$ cat src/rtl/ram_burst_master_if.sv
// Burst request, write-stream, read-stream and RAM strobe bundle for ram_burst_master.
interface ram_burst_master_if #(
  parameter int ADR  = 10,
  parameter int DATA = 8,
  parameter int LEN  = 8
);
  logic             req_valid;
  logic             req_ready;
  logic             req_write;
  logic [ADR-1:0]   req_addr;
  logic [LEN-1:0]   req_len;
  logic [DATA-1:0]  wr_data;
  logic             wr_valid;
  logic             wr_ready;
  logic [DATA-1:0]  rd_data;
  logic             rd_valid;
  logic             done;
  logic             ram_cs;
  logic             ram_write;
  logic             ram_read;
  logic [ADR-1:0]   ram_addr;
  logic [DATA-1:0]  ram_din;
  logic [DATA-1:0]  ram_dout;

  // Controller side.
  modport master (
    input  req_valid, req_write, req_addr, req_len, wr_data, wr_valid, ram_dout,
    output req_ready, wr_ready, rd_data, rd_valid, done,
           ram_cs, ram_write, ram_read, ram_addr, ram_din
  );

  // Requester / RAM side.
  modport slave (
    output req_valid, req_write, req_addr, req_len, wr_data, wr_valid, ram_dout,
    input  req_ready, wr_ready, rd_data, rd_valid, done,
           ram_cs, ram_write, ram_read, ram_addr, ram_din
  );
endinterface

$ cat src/rtl/ram_burst_master.sv
// Burst initiator for a single-port synchronous RAM: one access per cycle,
// one-cycle read latency tracked, done pulse at burst end.
module ram_burst_master #(
  parameter int ADR  = 10,
  parameter int DATA = 8,
  parameter int MS   = 1024,
  parameter int LEN  = 8
) (
  input  logic                  clk,
  input  logic                  rst,
  ram_burst_master_if.master    bus
);

  typedef enum logic [1:0] {S_IDLE, S_RD, S_WR, S_WLAST} state_t;

  state_t          r_state,    w_state_n;
  logic [LEN-1:0]  r_cnt,      w_cnt_n;
  logic [ADR-1:0]  r_addr,     w_addr_n;
  logic [ADR-1:0]  r_ram_addr, w_ram_addr_n;
  logic [DATA-1:0] r_din,      w_din_n;
  logic            r_cs,       w_cs_n;
  logic            r_write,    w_write_n;
  logic            r_read,     w_read_n;
  logic            r_done,     w_done_n;
  logic            r_rd_valid;
  logic [ADR-1:0]  w_addr_inc;
  logic            w_req_ready;

  // Address register always points at the beat being (or about to be) strobed.
  assign w_addr_inc  = (r_addr == ADR'(MS - 1)) ? '0 : r_addr + ADR'(1);
  assign w_req_ready = (r_state == S_IDLE);

  assign bus.req_ready = w_req_ready;
  assign bus.wr_ready  = (r_state == S_WR);
  assign bus.ram_cs    = r_cs;
  assign bus.ram_write = r_write;
  assign bus.ram_read  = r_read;
  assign bus.ram_addr  = r_ram_addr;
  assign bus.ram_din   = r_din;
  assign bus.rd_valid  = r_rd_valid;
  assign bus.rd_data   = bus.ram_dout;
  assign bus.done      = r_done;

  // Next-state and next-strobe decode; strobes and done default low each cycle.
  always_comb begin
    w_state_n    = r_state;
    w_cnt_n      = r_cnt;
    w_addr_n     = r_addr;
    w_ram_addr_n = r_ram_addr;
    w_din_n      = r_din;
    w_cs_n       = 1'b0;
    w_write_n    = 1'b0;
    w_read_n     = 1'b0;
    w_done_n     = 1'b0;
    unique case (r_state)
      S_IDLE: begin
        if (bus.req_valid && w_req_ready) begin
          w_addr_n = bus.req_addr;
          w_cnt_n  = bus.req_len;
          if (bus.req_write) begin
            w_state_n = S_WR;
          end else begin
            // First read strobe goes out on the accept edge.
            w_state_n    = S_RD;
            w_cs_n       = 1'b1;
            w_read_n     = 1'b1;
            w_ram_addr_n = bus.req_addr;
          end
        end
      end
      S_RD: begin
        if (r_cnt == '0) begin
          // Last strobe already issued; its data returns with this done.
          w_state_n = S_IDLE;
          w_done_n  = 1'b1;
        end else begin
          w_addr_n     = w_addr_inc;
          w_cnt_n      = r_cnt - LEN'(1);
          w_cs_n       = 1'b1;
          w_read_n     = 1'b1;
          w_ram_addr_n = w_addr_inc;
        end
      end
      S_WR: begin
        // No handshake means a stall: no strobe, address holds.
        if (bus.wr_valid) begin
          w_cs_n       = 1'b1;
          w_write_n    = 1'b1;
          w_ram_addr_n = r_addr;
          w_din_n      = bus.wr_data;
          w_addr_n     = w_addr_inc;
          if (r_cnt == '0) w_state_n = S_WLAST;
          else             w_cnt_n   = r_cnt - LEN'(1);
        end
      end
      S_WLAST: begin
        w_state_n = S_IDLE;
        w_done_n  = 1'b1;
      end
      default: w_state_n = S_IDLE;
    endcase
  end

  // State and registered outputs; rd_valid is ram_read delayed one cycle.
  always_ff @(posedge clk) begin
    if (rst) begin
      r_state    <= S_IDLE;
      r_cnt      <= '0;
      r_addr     <= '0;
      r_ram_addr <= '0;
      r_din      <= '0;
      r_cs       <= 1'b0;
      r_write    <= 1'b0;
      r_read     <= 1'b0;
      r_done     <= 1'b0;
      r_rd_valid <= 1'b0;
    end else begin
      r_state    <= w_state_n;
      r_cnt      <= w_cnt_n;
      r_addr     <= w_addr_n;
      r_ram_addr <= w_ram_addr_n;
      r_din      <= w_din_n;
      r_cs       <= w_cs_n;
      r_write    <= w_write_n;
      r_read     <= w_read_n;
      r_done     <= w_done_n;
      r_rd_valid <= r_read;
    end
  end

endmodule

$ cat src/flat_wrapper.sv
// flat-port wrapper written by rule: the top's interface ports become plain ports
module ram_burst_master_flat 
#(
  parameter int ADR  = 10,
  parameter int DATA = 8,
  parameter int MS   = 1024,
  parameter int LEN  = 8
)
  (clk, rst, bus_req_valid, bus_req_write, bus_req_addr, bus_req_len, bus_wr_data, bus_wr_valid, bus_ram_dout, bus_req_ready, bus_wr_ready, bus_rd_data, bus_rd_valid, bus_done, bus_ram_cs, bus_ram_write, bus_ram_read, bus_ram_addr, bus_ram_din);
  ram_burst_master_if #(.ADR(ADR), .DATA(DATA), .LEN(LEN)) bus_i ();
  input  logic clk;
  input  logic rst;
  input wire logic [$bits(bus_i.req_valid)-1:0] bus_req_valid;
  input wire logic [$bits(bus_i.req_write)-1:0] bus_req_write;
  input wire logic [$bits(bus_i.req_addr)-1:0] bus_req_addr;
  input wire logic [$bits(bus_i.req_len)-1:0] bus_req_len;
  input wire logic [$bits(bus_i.wr_data)-1:0] bus_wr_data;
  input wire logic [$bits(bus_i.wr_valid)-1:0] bus_wr_valid;
  input wire logic [$bits(bus_i.ram_dout)-1:0] bus_ram_dout;
  output wire logic [$bits(bus_i.req_ready)-1:0] bus_req_ready;
  output wire logic [$bits(bus_i.wr_ready)-1:0] bus_wr_ready;
  output wire logic [$bits(bus_i.rd_data)-1:0] bus_rd_data;
  output wire logic [$bits(bus_i.rd_valid)-1:0] bus_rd_valid;
  output wire logic [$bits(bus_i.done)-1:0] bus_done;
  output wire logic [$bits(bus_i.ram_cs)-1:0] bus_ram_cs;
  output wire logic [$bits(bus_i.ram_write)-1:0] bus_ram_write;
  output wire logic [$bits(bus_i.ram_read)-1:0] bus_ram_read;
  output wire logic [$bits(bus_i.ram_addr)-1:0] bus_ram_addr;
  output wire logic [$bits(bus_i.ram_din)-1:0] bus_ram_din;
  assign bus_i.req_valid = bus_req_valid;
  assign bus_i.req_write = bus_req_write;
  assign bus_i.req_addr = bus_req_addr;
  assign bus_i.req_len = bus_req_len;
  assign bus_i.wr_data = bus_wr_data;
  assign bus_i.wr_valid = bus_wr_valid;
  assign bus_i.ram_dout = bus_ram_dout;
  assign bus_req_ready = bus_i.req_ready;
  assign bus_wr_ready = bus_i.wr_ready;
  assign bus_rd_data = bus_i.rd_data;
  assign bus_rd_valid = bus_i.rd_valid;
  assign bus_done = bus_i.done;
  assign bus_ram_cs = bus_i.ram_cs;
  assign bus_ram_write = bus_i.ram_write;
  assign bus_ram_read = bus_i.ram_read;
  assign bus_ram_addr = bus_i.ram_addr;
  assign bus_ram_din = bus_i.ram_din;
  ram_burst_master #(.ADR(ADR), .DATA(DATA), .MS(MS), .LEN(LEN)) u_core (.clk(clk), .rst(rst), .bus(bus_i));
endmodule
$ cat config.mk
export PLATFORM = sky130hd
export DESIGN_NAME = ram_burst_master_flat
export DESIGN_NICKNAME = d
export VERILOG_FILES = /design/src/rtl/ram_burst_master_if.sv /design/src/rtl/ram_burst_master.sv /design/src/flat_wrapper.sv
export SDC_FILE = /design/constraint.sdc
export NUM_CORES = 1
export LEC_CHECK = 0
export BUFFER_PORTS_ARGS = -buffer_cell sky130_fd_sc_hd__buf_4
export CORE_ASPECT_RATIO = 1.25
export CORE_MARGIN = 2
export CORE_UTILIZATION = 47
export CTS_CLUSTER_DIAMETER = 40
export DETAILED_ROUTE_END_ITERATION = 6
export PLACE_DENSITY = 0.79
export SLEW_MARGIN = 20
export SYNTH_ARGS = -nofsm -noshare
export SYNTH_HDL_FRONTEND = slang
export SYNTH_SLANG_ARGS = --single-unit
$ cat constraint.sdc
create_clock -name clk -period 1.8 [get_ports clk]
set_input_delay 0.18 -clock clk [delete_from_list [all_inputs] [get_ports clk]]
set_output_delay 0.18 -clock clk [all_outputs]
set_load 0.01 [all_outputs]
==> metrics.txt, run 1 <==
routability cong.=just under 0.9; vias per cell=5.80; # DRC=0; FP Rows=29; WL final=just over 7000 µm; critical path peak fanout=3; Post-CTS Hold Buffers=0; fmax=0.560 GHz; worst reg2reg startpoint=u_core.r_cnt[0]; Overall Global Routing Usage=between 20 and 25%; syn_area_per_cell=7.87 µm²; outcome=finished clean; vias in the first global route=2350; clk_skew=approximately 0.0046 ns; Yosys warning total=0; largest net degree at the start of global routing=48; clock sink total=43; CTS H-tree lvls=2; share of cells above drive strength 1=around 36%; critical path arrival=2.02 ns; R2R Setup Slk=0.01 ns; Clock Latency Late Sink=0.30 ns; total power divided by cell area=approximately 1900 mW/mm²; cell accounting for the most synthesized area=dfxtp_1; first-pass GRT wire length=roughly 11000 µm; fraction of registers with async set/reset=0%; Worst R2R End=u_core.r_cnt[6]; most frequent cells in the layout=86 x buf_4, 41 x nand2_1, 39 x dfxtp_1; Cell Chain, Critical Path=inv_1 > buf_4 > ha_2 > or3b_4 > nor4_2 > o211ai_1 > a21o_1 > a21oi_1; Placed Area=between 0.003 and 0.004 mm²; CTS tree=built; Buf+Inv Stages, Crit Path=2; Worst Hold Class=input port to flip-flop; Slowest-stage cell, CP=or3b_4; DRT iter0 DRCs=184; commonest non-fill, non-tap cell in the layout=buf_4; Nets=430; Hold Path Depth=3; maxcap violations=0; Die Wd=roughly 70 µm; PnR Total Power=around 6.5 mW; Netlist cell types=54; vias=between 2000 and 3000; switching share of power=43.4%; Comb pwr share=63.1%; part of the power in registers=about a quarter; RSZ-0062 raised after global routing=yes; top_reg_cell synth=dfxtp_1; Int Power=between 3 and 4 mW; Antenna diodes=0; area grow syn2layout=34.7%; routed len/inst=between 15 and 20 µm; Mapped Cells=318; Clock Power Share=between 10% and 20%; Final min period=1.79 ns; critical path endpoint category=flip-flop; peak supply drop=between 0.001 and 0.0015 V; Setup-failing EPs final=0; post-synthesis cell area=~0.0025 mm²; Final ANT Viol Nets=0; Critical Path Max Stage Delay=0.38 ns; initial antenna violation count=0; root buffer cell=clkbuf_8; worst hold path startpoint=bus_wr_data[0]; Psw=between 2 and 3 mW; Worst Reg-to-Reg Cells=8; fin area=roughly 0.0034 mm²; Placeable Area=roughly 0.0051 mm²; Die H=between 80 and 90 µm; Buffers on Ports=55; GRT Residual Overflow=0; Rel. slew slack=between 60% and 70%; CP startpoint kind=flip-flop; Finished Core Util=about two thirds; CTS Buffer Depth=2; syn nets=~370; Pre-antenna DRT Iters=4; Critical Path RT=~2.0 ns; fillers=between 400 and 500; Lkg Pwr=about 1.4 nW; critical path type=flip-flop to flip-flop; fin crit share=99.2%; die area=between 0.005 and 0.006 mm²; Yosys top cell area share=34.4%; Slew Limit Fails=0; crit-path leading delay family=simple AND/OR/NAND/NOR gates; Worst Hold Path EP=u_core.bus.ram_din[0]; I/O pin cnt=72; worst slew pin tran=0.534 ns; top cells by area, synth=dfxtp_1 34%, nand2_1 6.1%, a21oi_1 6.0%; number of synthesized register bits=43; register area share after synthesis=between 30% and 40%; Starting Density=between 40% and 50%; CTS buffer count=5; number of flops mapped to enable cells by yosys=0; clock-pin slew on the worst setup and hold paths=about 0.080 ns; final hold viol count=0; Detailed Place HPWL=~4900 µm
==> sequential cells by signal (all words and copies together), names as in the netlist <==
| signal | cells |
|---|---|
| u_core.bus.ram_addr | 10 |
| u_core.bus.ram_cs | 1 |
| u_core.bus.ram_write | 1 |
| u_core.r_addr | 10 |
| u_core.r_cnt | 8 |
| u_core.bus.ram_din | 8 |
| u_core.bus.done | 1 |
| u_core.bus.rd_valid | 1 |
| u_core.r_state | 2 |
| u_core.bus.ram_read | 1 |
==> power groups by stage <==
stage	clock network [mW]	logic, mW	registers (mW)
finish	0.765	4.10	1.64
global route	0.815	4.46	1.68
CTS	0.773	3.65	1.58
detailed placement	0	3.55	1.59
global placement	0	3.47	1.58
floorplan	0	2.27	1.63
==> cell families (layout without fill, tap and decap cells) <==
group / count (synthesis) / count (layout) / synth area share, %
XOR/XNOR: 4 / 4 / 1.40
AND/OR/NAND/NOR: 122 / 122 / 24.1
adder cells (fa/ha/maj): 8 / 8 / 4.00
buffers and inverters: 39 / 105 / 7.95
AO/OA/AOI/OAI: 101 / 101 / 27.8
flip-flops: 43 / 43 / 34.4
multiplexers: 1 / 1 / 0.400
==> worst max path at each step <==
stage,startpoint,endpoint,slack [ns],depth (start not counted)
2_1_floorplan,u_core.r_state[0],u_core.bus.ram_addr[5],0.02,10
3_3_place_gp,u_core.r_state[1],u_core.r_addr[5],-0.02,7
3_5_place_dp,u_core.r_state[1],u_core.r_addr[0],-0.11,6
4_1_cts,u_core.r_state[1],u_core.bus.ram_addr[0],0.004,7
5_1_grt,u_core.r_cnt[0],u_core.r_cnt[6],-0.06,8
6_report,u_core.r_cnt[0],u_core.r_cnt[6],0.01,8
==> cells in the mapped netlist (all sizes together), types with 4 or more instances <==
cell and instances:
o211ai 4, buf 16, a21oi 30, nor4 5, dfxtp 43, a211oi 14, clkbuf 14, ha 8
nor2b 12, inv 8, nand2 41, a21o 5, nor3 9, nor2 28, a221oi 7, o21ai 19
and2 5, nand3 5, a31oi 6, nand2b 4
==> what timing repair did <==
| action | CTS | global route |
|---|---|---|
| gates cloned | 0 | 1 |
| endpoints found under the hold margin | 0 | 0 |
| setup endpoints to repair | 16 | 29 |
| pin swaps | 2 | 4 |
| buffers inserted | 0 | 1 |
| resized for setup | 7 | 27 |
==> layout make-up <==
class	instances	area, µm²	share of cell area, %
Sequential cell	43	866	25.7
Clock inverter	3	43.8	1.30
Clock buffer	5	68.8	2.04
Timing Repair Buffer	88	691	20.5
Multi-Input combinational cell	236	1590	47.1
Inverter	9	37.5	1.11
Tap cell	62	77.6	2.30
==> through the flow <==
step	instances	hold slack, ns	TNS [ns]	setup slack [ns]
finish	446	0.124	0	0.0139
global route	446	0.124	-0.188	-0.0636
CTS	444	0.123	0	0.00377
detailed placement	436	0.360	-0.429	-0.113
global placement	436	0.360	-0.0277	-0.0226
floorplan	318	0.316	0	0.0178
==> worst min-delay path, cell delays in order <==
cell	delay, ns
buf_4	0.11
nand2_1	0.05
a21oi_1	0.05
==> layer usage <==
| layer | part of all wire, % | vias up | global-route usage (%) | routed length [µm] |
|---|---|---|---|---|
| met3 | 4.9 | 14 | 4.11 | 348 |
| li1 | - | 1262 | - | - |
| met5 | 0 | - | 0 | 0 |
| met4 | 2.0 | 0 | 6.77 | 142 |
| met1 | 39 | 1230 | 25.3 | 2780 |
| met2 | 54 | 80 | 41.2 | 3840 |
Power figures use the tool's default switching activity.
==> run 2, diff against run 1 <==
--- a/config.mk
+++ b/config.mk
@@ -5,13 +5,13 @@
 export SDC_FILE = /design/constraint.sdc
 export NUM_CORES = 1
 export LEC_CHECK = 0
-export BUFFER_PORTS_ARGS = -buffer_cell sky130_fd_sc_hd__buf_4
 export CORE_ASPECT_RATIO = 1.25
 export CORE_MARGIN = 2
-export CORE_UTILIZATION = 47
+export CORE_UTILIZATION = 57
 export CTS_CLUSTER_DIAMETER = 40
 export DETAILED_ROUTE_END_ITERATION = 6
-export PLACE_DENSITY = 0.79
+export DONT_BUFFER_PORTS = 1
+export PLACE_DENSITY = 0.78
 export SLEW_MARGIN = 20
 export SYNTH_ARGS = -nofsm -noshare
 export SYNTH_HDL_FRONTEND = slang
==> run 2 against run 1 <==
Final area decreased by 9.6%. Critical path depth unchanged. Hold slack got worse by 0.11 ns. Non-clock buffer count shrank 47. Global-route usage rose by 2.9 points. Setup slack better by 0.027 ns. Die area shrank 17%. Largest cell class unchanged. Largest power group unchanged.
==> metrics.txt, run 2 (synthesis results as in run 1) <==
outcome=finished clean; initial antenna violation count=0; CTS Buffer Depth=2; Worst Reg-to-Reg Cells=8; total power divided by cell area=approximately 2100 mW/mm²; worst hold path startpoint=bus_wr_data[5]; part of the power in registers=a little over a quarter; CTS buffer count=5; peak supply drop=approximately 0.0014 V; CTS tree=built; Antenna diodes=0; fillers=between 300 and 400; Hold Path Depth=2; I/O pin cnt=slightly above 70; Post-Place Setup Slack=-0.0163 ns; Buf+Inv Stages, Crit Path=3; Setup WS post-layout=0.0410 ns; FP Rows=26; maxcap violations=0; most frequent cells in the layout=42 x dfxtp_1, 41 x nand2_1, 33 x buf_4; Slowest-stage cell, CP=or3b_4; DRT iter0 DRCs=between 100 and 150; largest net degree at the start of global routing=43; Overall Global Routing Usage=approximately a quarter; routability cong.=0.902; R2R Setup Slk=0.04 ns; Rel. slew slack=between 60% and 70%; clock sink total=43; root buffer cell=clkbuf_8; fin crit share=a little over nine tenths; Final Non-Filler Cells=slightly below 400; Critical Path Max Stage Delay=roughly 0.38 ns; Die H=around 80 µm; Psw=2.74 mW; Worst R2R End=u_core.r_cnt[4]; vias in the first global route=approximately 2300; share of cells above drive strength 1=a little over a quarter; Worst Hold Class=input port to flip-flop; Die Wd=63.3 µm; Placeable Area=approximately 0.0042 mm²; RSZ-0062 raised after global routing=yes; Slew Limit Fails=0; GRT Residual Overflow=0; grt met2 use=slightly below 50%; Cell Chain, Critical Path=inv_1 > buf_4 > ha_4 > or3b_4 > buf_4 > nor3_2 > a21oi_1 > o32ai_1; Nets=between 300 and 400; Int Power=approximately 3.5 mW; Clock Latency Late Sink=approximately 0.3 ns; Detailed Place HPWL=between 4000 and 5000 µm; critical path peak fanout=3; Pre-antenna DRT Iters=4; switching share of power=between 40% and 50%; clk_skew=between 0.004 and 0.005 ns; clock-pin slew on the worst setup and hold paths=~0.090 ns; critical path type=flip-flop to flip-flop; commonest non-fill, non-tap cell in the layout=dfxtp_1; area grow syn2layout=21.7%; crit-path leading delay family=simple AND/OR/NAND/NOR gates; first-pass GRT wire length=10100 µm; Starting Density=60.1%; worst slew pin tran=roughly 0.45 ns; Setup-failing EPs final=0; # DRC=0; CP startpoint kind=flip-flop; routed len/inst=approximately 16 µm; busiest metal layer after global routing=met2; met3 usage=under 10%; Lkg Pwr=approximately 1.1 nW; TNS Setup=0 ns; worst reg2reg startpoint=u_core.r_cnt[1]; fmax=roughly 0.57 GHz; vias=2388; CTS H-tree lvls=2; Critical Path RT=roughly 2.0 ns; die area=0.00494 mm²; Worst Hold Path EP=u_core.bus.ram_din[5]; placed cells=between 300 and 400; Clock Power Share=approximately 14%; CP dominant cell by count=buf_4; Buffers on Ports=0; met1 usage=27.7%; Final min period=between 1.5 and 2 ns; vias per cell=approximately 6.1; WL final=around 6500 µm; critical path endpoint category=flip-flop; final hold viol count=0; critical path arrival=just under 2 ns; Final ANT Viol Nets=0; Comb pwr share=58.9%
run 2: routing by layer:
| layer | part of all wire (%) | wire length [µm] | up-vias |
|---|---|---|---|
| met2 | 54 | 3470 | 75 |
| met5 | 0 | 0 | - |
| met3 | 4.4 | 286 | 9 |
| met4 | 1.2 | 80 | 0 |
| li1 | - | - | 1167 |
| met1 | 41 | 2620 | 1137 |
run 2: how the worst max path moves through the flow:
stage | cells after the start | end | startpoint | slack [ns]
floorplan | 10 | u_core.bus.ram_addr[5] | u_core.r_state[0] | 0.02
global placement | 8 | u_core.bus.ram_addr[5] | u_core.r_state[0] | 0.02
detailed placement | 8 | u_core.bus.ram_addr[5] | u_core.r_state[0] | -0.02
CTS | 8 | u_core.bus.ram_addr[7] | u_core.r_state[0] | -0.03
global route | 9 | u_core.r_cnt[6] | u_core.r_cnt[1] | -0.05
finish | 8 | u_core.r_cnt[4] | u_core.r_cnt[1] | 0.04
run 2: power groups by stage:
stage	Combinational (mW)	Sequential [mW]	Clock, mW
6_report	3.71	1.68	0.903
5_1_grt	4.04	1.73	0.941
4_1_cts	3.30	1.65	0.912
3_5_place_dp	3.19	1.67	0
3_3_place_gp	3.12	1.66	0
2_1_floorplan	2.27	1.63	0
run 2: final cells by class:
type / count / area [µm²] / share of cell area [%]
Clock buffer: 5 / 68.8 / 2.26
Clock inverter: 3 / 67.6 / 2.22
Inverter: 9 / 35.0 / 1.15
Multi-Input combinational cell: 236 / 1590 / 52.3
Sequential cell: 43 / 862 / 28.3
Tap cell: 56 / 70.1 / 2.30
Timing Repair Buffer: 41 / 349 / 11.5
run 2: metrics by stage:
| step | instance area, µm² | hold WS, ns | power, mW | utilization (%) |
|---|---|---|---|---|
| finish | 3050 | 0.0128 | 6.29 | 73.2 |
| global route | 3050 | 0.0233 | 6.71 | 73.2 |
| CTS | 2890 | 0.00326 | 5.86 | 69.4 |
| detailed placement | 2680 | 0.252 | 4.86 | 64.4 |
| global placement | 2680 | 0.253 | 4.78 | 64.4 |
| floorplan | 2510 | 0.316 | 3.90 | - |
run 2: timing repair:
action                                 in CTS  in global routing
endpoints found under the hold margin      42                  2
gates resized for setup                     5                 29
gates cloned                                0                  0
setup endpoints to repair                   6                 28
pin swaps                                   0                  5
setup buffers                               0                  1
hold buffers                                4                  2
